==> src/rtl/lsu_mem_ctrl.sv <==
// Load/store unit between the multicycle RV64 datapath and a doubleword-addressed data memory.
// Sub-doubleword stores are done as read-modify-write; faults are reported with a cause code.
module lsu_mem_ctrl #(
    parameter int MEM_TIMEOUT = 255
) (
    input  logic        clk,
    input  logic        reset,
    input  logic        req_valid,
    output logic        req_ready,
    input  logic        req_write,
    input  logic [2:0]  req_func3,
    input  logic [63:0] req_addr,
    input  logic [63:0] req_wdata,
    output logic        rsp_valid,
    output logic [63:0] rsp_rdata,
    output logic        rsp_err,
    output logic [1:0]  rsp_cause,
    output logic [63:0] fault_addr,
    output logic        mem_req,
    output logic        mem_we,
    output logic [63:0] mem_addr,
    output logic [63:0] mem_wdata,
    input  logic        mem_ack,
    input  logic [63:0] mem_rdata,
    output logic        busy
);

    typedef enum logic [1:0] {IDLE, RD, WR, RESP} stateType;

    localparam logic [1:0] CAUSE_MISALIGNED = 2'b01;
    localparam logic [1:0] CAUSE_ILLEGAL    = 2'b10;
    localparam logic [1:0] CAUSE_TIMEOUT    = 2'b11;
    localparam logic [7:0] TIMEOUT_LAST     = 8'(MEM_TIMEOUT - 1);

    stateType    state;
    logic [63:0] addrReg;
    logic [2:0]  func3Reg;
    logic        writeReg;
    logic [63:0] wdataReg;
    logic [7:0]  timeoutCnt;

    logic        reqIllegal;
    logic        reqMisaligned;
    logic        reqFullStore;
    logic        timeoutHit;
    logic [5:0]  laneShift;
    logic [63:0] shiftedData;
    logic [63:0] loadData;
    logic [63:0] laneMask;
    logic [63:0] mergedData;

    // Request decode happens on the live inputs, since it only matters in the accept cycle.
    always_comb begin
        reqIllegal    = req_write ? req_func3[2] : (req_func3 == 3'b111);
        reqMisaligned = 1'b0;
        case (req_func3[1:0])
            2'b01:   reqMisaligned = req_addr[0];
            2'b10:   reqMisaligned = |req_addr[1:0];
            2'b11:   reqMisaligned = |req_addr[2:0];
            default: reqMisaligned = 1'b0;
        endcase
        reqFullStore = req_write && (req_func3[1:0] == 2'b11);
        timeoutHit   = (timeoutCnt == TIMEOUT_LAST);
    end

    // Lane extraction for loads and lane merging for RMW stores both use the captured offset.
    always_comb begin
        laneShift   = {addrReg[2:0], 3'b000};
        shiftedData = mem_rdata >> laneShift;
        case (func3Reg)
            3'b000:  loadData = {{56{shiftedData[7]}}, shiftedData[7:0]};
            3'b001:  loadData = {{48{shiftedData[15]}}, shiftedData[15:0]};
            3'b010:  loadData = {{32{shiftedData[31]}}, shiftedData[31:0]};
            3'b100:  loadData = {56'd0, shiftedData[7:0]};
            3'b101:  loadData = {48'd0, shiftedData[15:0]};
            3'b110:  loadData = {32'd0, shiftedData[31:0]};
            default: loadData = shiftedData;
        endcase
        case (func3Reg[1:0])
            2'b00:   laneMask = 64'h0000_0000_0000_00FF;
            2'b01:   laneMask = 64'h0000_0000_0000_FFFF;
            2'b10:   laneMask = 64'h0000_0000_FFFF_FFFF;
            default: laneMask = 64'hFFFF_FFFF_FFFF_FFFF;
        endcase
        mergedData = (mem_rdata & ~(laneMask << laneShift)) | ((wdataReg & laneMask) << laneShift);
    end

    // Main controller: every output is a register updated alongside the state transition.
    always_ff @(posedge clk or negedge reset) begin
        if (!reset) begin
            state      <= IDLE;
            addrReg    <= '0;
            func3Reg   <= '0;
            writeReg   <= 1'b0;
            wdataReg   <= '0;
            timeoutCnt <= '0;
            req_ready  <= 1'b1;
            rsp_valid  <= 1'b0;
            rsp_rdata  <= '0;
            rsp_err    <= 1'b0;
            rsp_cause  <= '0;
            fault_addr <= '0;
            mem_req    <= 1'b0;
            mem_we     <= 1'b0;
            mem_addr   <= '0;
            mem_wdata  <= '0;
            busy       <= 1'b0;
        end else begin
            case (state)
                IDLE: begin
                    if (req_valid) begin
                        addrReg    <= req_addr;
                        func3Reg   <= req_func3;
                        writeReg   <= req_write;
                        wdataReg   <= req_wdata;
                        timeoutCnt <= '0;
                        req_ready  <= 1'b0;
                        busy       <= 1'b1;
                        if (reqIllegal || reqMisaligned) begin
                            state      <= RESP;
                            rsp_valid  <= 1'b1;
                            rsp_err    <= 1'b1;
                            rsp_cause  <= reqIllegal ? CAUSE_ILLEGAL : CAUSE_MISALIGNED;
                            rsp_rdata  <= '0;
                            fault_addr <= req_addr;
                        end else begin
                            mem_req  <= 1'b1;
                            mem_addr <= {req_addr[63:3], 3'b000};
                            if (reqFullStore) begin
                                state     <= WR;
                                mem_we    <= 1'b1;
                                mem_wdata <= req_wdata;
                            end else begin
                                state  <= RD;
                                mem_we <= 1'b0;
                            end
                        end
                    end
                end
                RD, WR: begin
                    if (mem_ack) begin
                        timeoutCnt <= '0;
                        if (state == RD && writeReg) begin
                            state     <= WR;
                            mem_we    <= 1'b1;
                            mem_wdata <= mergedData;
                        end else begin
                            state     <= RESP;
                            mem_req   <= 1'b0;
                            mem_we    <= 1'b0;
                            rsp_valid <= 1'b1;
                            rsp_rdata <= (state == RD) ? loadData : 64'd0;
                        end
                    end else if (timeoutHit) begin
                        state      <= RESP;
                        timeoutCnt <= '0;
                        mem_req    <= 1'b0;
                        mem_we     <= 1'b0;
                        rsp_valid  <= 1'b1;
                        rsp_err    <= 1'b1;
                        rsp_cause  <= CAUSE_TIMEOUT;
                        rsp_rdata  <= '0;
                        fault_addr <= addrReg;
                    end else begin
                        timeoutCnt <= timeoutCnt + 8'd1;
                    end
                end
                RESP: begin
                    state      <= IDLE;
                    timeoutCnt <= '0;
                    rsp_valid  <= 1'b0;
                    rsp_err    <= 1'b0;
                    rsp_cause  <= '0;
                    rsp_rdata  <= '0;
                    req_ready  <= 1'b1;
                    busy       <= 1'b0;
                end
                default: begin
                    state     <= IDLE;
                    req_ready <= 1'b1;
                    busy      <= 1'b0;
                end
            endcase
        end
    end

endmodule

==> config.mk <==
export PLATFORM = sky130hd
export DESIGN_NAME = lsu_mem_ctrl
export DESIGN_NICKNAME = d
export VERILOG_FILES = /design/src/rtl/lsu_mem_ctrl.sv
export SDC_FILE = /design/constraint.sdc
export NUM_CORES = 1
export LEC_CHECK = 0
export CAP_MARGIN = 20
export CORE_MARGIN = 10
export CORE_UTILIZATION = 40
export CTS_CLUSTER_SIZE = 24
export DETAILED_ROUTE_END_ITERATION = 6
export GPL_ROUTABILITY_DRIVEN = 1
export PLACE_DENSITY = 0.65
export SYNTH_ARGS = -nofsm -noshare
export SYNTH_HDL_FRONTEND = slang
export SYNTH_SLANG_ARGS = --single-unit
==> constraint.sdc <==
create_clock -name clk -period 2.7 [get_ports clk]
set_clock_uncertainty 0.1 [all_clocks]
set_input_delay 0.405 -clock clk [delete_from_list [all_inputs] [get_ports clk]]
set_output_delay 0.405 -clock clk [all_outputs]
set_load 0.02 [all_outputs]
Yosys cells after proc, flatten, opt, wreduce, memory -nomap -nowiden:

Index checks and enable logic that the tools add are counted.

* bits in registers: 403
* input port bits: 200
* output and inout port bits: 264
* word-level logic and storage cells: 134

* add/subtract/negate cells: 1
* equality and inequality tests: 25
* shift operators: 3
* mux-type cells: 62
* bitwise operators: 5
* reduce and logical (&&, ||, !) cells: 21

Operators with widths (number)
* 2-to-1 mux 64 bit: 15
* case mux 64 bit (3 select lines): 2
* case mux 64 bit (6 select lines): 1
* case mux 64 bit (2 select lines): 2
* AND 64 bit: 2
* left shift 64 x 6 -> 64 bit: 2
* NOT 64 bit: 1
* bitwise OR 64 bit: 1
* right shift 64 x 6 -> 64 bit: 1
* 2-to-1 mux 8 bit: 3
* case mux 8 bit (3 select lines): 1
* 2-to-1 mux 1 bit: 20
* 2-to-1 mux 2 bit: 9
* != test 2 bit, second input constant: 8
* equality test 3 bit, second input constant: 4
* case mux 2 bit (3 select lines): 2
* AND reduction 4 bit: 3
* equality test 2 bit, second input constant: 5
* AND reduction 5 bit: 2
* case mux 1 bit (3 select lines): 3
* adder 8 x 1 -> 8 bit, second input constant: 1
* equality test 8 bit, second input constant: 1
* case mux 1 bit (2 select lines): 4
* equality test 2 x 1 -> 1 bit, second input constant: 3
* 14 further kinds: 21

Logic depth before layout (Yosys ltp):

* depth in word-level cells: 9
* mapped depth: 10

Worst setup path after synthesis:

Ideal clock, no wire load.

* path type: register to register
* start point: reg state[0]
* end point: reg fault_addr[11]
* setup time: 125 ps
* data arrival time: 2191 ps
* data required time: 2475 ps
* path slack: 284 ps
* cell stages (with the launch flop): 8
* path buffers: 3
* cells stage by stage: dfrtp_1 inv_1 ha_1 clkbuf_1 clkbuf_1 clkbuf_1 mux2_2 mux2_2

* cells in the longest elaborated chain, start to end: 4
* elaborated cells on any way between the ends: 11

Ends and longest elaborated chain
* start, declared: RTL line 35 `stateType state;`
* start signal, assigned: RTL line 91 `state <= IDLE;`
* start signal, assigned: RTL line 120 `state <= RESP;`
* start signal, assigned: RTL line 130 `state <= WR;`
* equality test 2 x 1 -> 1 bit / equality test 2 bit (equally long branches): RTL line 109 `case (state)`
* OR reduction 2 bit: RTL line 109
* != test 2 bit (no line) / nonzero test 2 bit (equally long branches)
* AND reduction 5 bit (no line)
* end signal, assigned: RTL line 125 `fault_addr <= req_addr;`
* end signal, assigned: RTL line 163 `fault_addr <= addrReg;`
* end, declared: RTL line 18 `output logic [63:0] fault_addr,`

Parallel ways exist; a longest one is shown, timed or not.
A chain may end at the register's enable or synchronous reset.

Worst setup path in the final report:

* start point: reg addrReg[0]
* end point: reg mem_wdata[35]

* cells in the longest elaborated chain, start to end: 7
* elaborated cells on any way between the ends: 8

Ends and longest elaborated chain
* start, declared: RTL line 36 `logic [63:0] addrReg;`
* start signal, assigned: RTL line 112 `addrReg <= req_addr;`
* left shift 64 x 6 -> 64 bit: RTL line 85 `mergedData = (mem_rdata & ~(laneMask << laneShift)) | ((wdataReg & laneMask) << laneShift);`
* NOT 64 bit: RTL line 85
* AND 64 bit: RTL line 85
* bitwise OR 64 bit (*): RTL line 85
* 2-to-1 mux 64 bit (*): RTL line 143 `if (state == RD && writeReg) begin`
* 2-to-1 mux 64 bit (*): RTL line 141 `if (mem_ack) begin`
* case mux 64 bit (2 select lines) (*): RTL line 109
* end signal, assigned: RTL line 132 `mem_wdata <= req_wdata;`
* end signal, assigned: RTL line 146 `mem_wdata <= mergedData;`
* end, declared: RTL line 22 `output logic [63:0] mem_wdata,`

Mark *: on every way between the ends. The rest lies on a longest branch, timed or not. The select of a mux whose other input is x is not followed.

==> impl_metrics.ini <==
[setup_path]
crit_type = flip-flop to flip-flop
worst_setup_path_start_kind = flip-flop
startpoint = addrReg[0]
required_ns = 3.13
cpPeakStageDelay_ns = 0.73
crit_buf_inv = 2
cp_cell_sequence = buf_12 > nor3b_2 > a221oi_1 > buf_4 > a221oi_1 > o211ai_1 > a22o_1
cp_max_fo = 57
critPathCaptureType = flip-flop
reg2reg_from = addrReg[0]
cp_slowest_cell = a221oi_1
crit_top_cell = a221oi_1
cp.arrival_ns = 3.05
crit_family = compound AO/OA/AOI/OAI gates

[power_and_ir_drop]
power.total_mw = 40.75
peakVddDrop_v = 0.001107
power.density_nw_per_um2 = 1432
power.leakage_nw = 11.94

[cells_and_area]
seqCellArea_um2 = 10090
finalNonFillerCells = 3083
final_layout_size_suffix_gt1_share_pct = 25.57
final_area_um2 = 28470
areaGrowthSynthToFinish_pct = 38.14
finish.net_count = 2567
fillerInstances = 4349
multi_input_area_um2 = 9803

[sta]
tightest_slew_ns = 0.9147
relSlewSlack_pct = 39.02
hold_violations = 0
drv_slew = 0
rsz0062_at_grt = false
setup_viol = 0
final.setup.worst_slack_ns = 0.08052
fin_crit_sh_pct = 97.02
timing.hold.ws_ns = 0.2571
clock.fmax_mhz = 381.8
fin_crit_ns = 2.619

[die]
row_count = 83
die_w_um = 247.0
io_pins = 464
initial_utilization_pct = 40.25
core_um2 = 51200
die-area_um2 = 61000
die_h_um = 247.0

[global_route]
grt_pass1_wl_mm = 118.3
grt_max_degree = 91
grt-ovfl-total = 0
grt_pass1_vias = 17820
grt_use_total_pct = 25.71
antenna_found_initial = 18

[yosys]
yosys_warnings = 0
synth_top_area_share_pct = 48.81
synth_top_family_by_area = multiplexers
synth_edf_count = 0
yosysUniqueCellTypes = 56
yosys.area_share.simple_pct = 7.431
synth_area_leader_cell = dfrtp_1
synth_cells = 1852
synth_area_per_cell_um2 = 11.13
synth_mux_area_share_pct = 23.67
synthTopCellsByCount = dfrtp_1 (402), mux2_2 (342), nand2_1 (185)
ys.flop_type = dfrtp_1
ys_ff_latch = 403
synth_area_um2 = 20610
synthAdderAreaFrac_pct = 0.3643
async_reset_ff_share_pct = 100.0
yosys-top-cells-area = dfrtp_1 (49%), mux2_2 (19%), nand2_1 (3.4%), o21ai_0 (3.1%), mux2i_1 (3.0%)
synthXorXnorAreaFrac_pct = 0.2125
synth_compound_area_share_pct = 15.65
ys_seq_area_share_pct = 48.94
yosysMostFrequentCell = dfrtp_1

[clock_tree]
cts_sinks = 403
root_buffer = clkbuf_16
cts_max_path_buffers = 3
htreeDepth = 2
cts_made_buffers = 45
cts_tree = done
worstSkewPairLatency_ns = 0.60
clk_pin_slew_worst_paths_ns = 0.07

[routing]
drt-initial-drc-count = 1805
first_pass_iters = 7
num_vias = 17720
antenna_left = 0
avgViaCountPerCell = 5.747
drt_wl_total_mm = 81.50
drc = 0
routedWlPerCell_um = 26.44

[placed_design]
placed_cells = 2991
place_congestion = 0.9765
dpl.hpwl_mm = 62.85
place_area_um2 = 26930
preCtsSetupSlack_ns = -0.3872
portBuffers = 460

[status]
status = finished clean

[run]
cap_violations = 0

[hold_path]
min_path_type = input pin to asynchronous set/reset pin
worst paths after layout:
check / slack, ns / endpoint / depth (start not counted)
worst min-delay path: 0.26 / rsp_rdata[41] / 2
worst min register to register: 0.37 / rsp_rdata[24] / 2
max in group asynchronous: 1.37 / mem_wdata[63] / 4
min in group clk: 0.34 / mem_wdata[21] / 3
worst max-delay path: 0.08 / mem_wdata[35] / 7
worst max register to register: 0.08 / mem_wdata[35] / 7
worst reg2reg max path: cells and delay by family (launching register included):
kind	cells	cell delay, ns
buffers and inverters	2	0.58
and+or+nand+nor	1	0.09
DFF	1	0.61
AOI/OAI and AO/OA	4	1.17
cell usage in the layout, fill, tap and decap left out, drive strengths merged, types with 6 or more instances in the layout:
cell,Yosys,final
a31oi,18,18
and2,7,7
ha,6,6
o22ai,16,16
nor2b,14,14
o21a,17,17
o31ai,33,33
o21ai,130,130
a2bb2oi,9,9
mux2i,62,62
nor2,127,127
clkinv,1,11
a32oi,8,8
mux2,342,342
a21o,9,9
buf,47,158
diode,0,10
mux4,18,18
and3,8,8
a311oi,16,16
clkbuf,111,65
a21oi,49,49
dfrtp,402,402
nand3,12,12
a22o,56,56
nand2,185,185
a221oi,17,17
o211a,8,8
inv,27,28
a211oi,25,25
clkdlybuf4s50,0,459
a221o,8,8
o221ai,21,21
o211ai,15,15
metrics by stage:
stage          setup TNS (ns)  util (%)
6_report                    0     55.61
4_1_cts                     0     55.55
3_5_place_dp           -11.15     52.61
3_3_place_gp           -5.366     52.61
2_1_floorplan               0         -
5_1_grt                     0     55.59
registers in the layout, indices dropped and copies added (netlist names):
register	count
writeReg	1
rsp_cause	2
mem_we	1
mem_req	1
timeoutCnt	8
req_ready	1
busy	1
state	2
mem_wdata	64
wdataReg	64
addrReg	64
func3Reg	3
mem_addr	61
rsp_err	1
rsp_valid	1
rsp_rdata	64
fault_addr	64
final cells by class:
| class | instances | area share (%) |
|---|---|---|
| Antenna cell | 10 | 0.08790 |
| Tap cell | 680 | 2.989 |
| Timing Repair Buffer | 618 | 21.55 |
| Multi-Input combinational cell | 1265 | 34.43 |
| Clock buffer | 65 | 4.606 |
| Inverter | 28 | 0.3692 |
| Clock inverter | 14 | 0.5054 |
| Sequential cell | 403 | 35.45 |
routing by layer:
metal	routed length (um)	global-route usage, %	part of all wire, %
met1	32660	32.06	40
met2	37020	39.68	45
met3	9122	10.53	11
met4	2587	8.804	3.2
met5	118	0	0.14
kinds of logic after synthesis:
| kind of cell | after synthesis |
|---|---|
| AOI/OAI and AO/OA | 459 |
| xor gates and xnor gates | 5 |
| adders and majority gates | 6 |
| buffers and inverters | 186 |
| DFF | 403 |
| muxes | 422 |
| other | 1 |
| and+or+nand+nor | 370 |
repair_timing:
item / 4_1_cts / 5_1_grt
hold buffers: 1 / 0
resized for setup: 0 / 1
pin swaps: 1 / 0
setup endpoints to repair: 3 / 1
setup buffers: 2 / 0
hold endpoints to repair: 48 / 0
where the power goes:
group / internal [mW] / switching [mW] / leakage [nW]
Sequential: 8.73 / 1.93 / 4.99
Clock: 3.48 / 2.62 / 0.713
Combinational: 11.3 / 12.7 / 6.24
Total: 23.5 / 17.2 / 11.9
(Power assumes the default switching activity.)
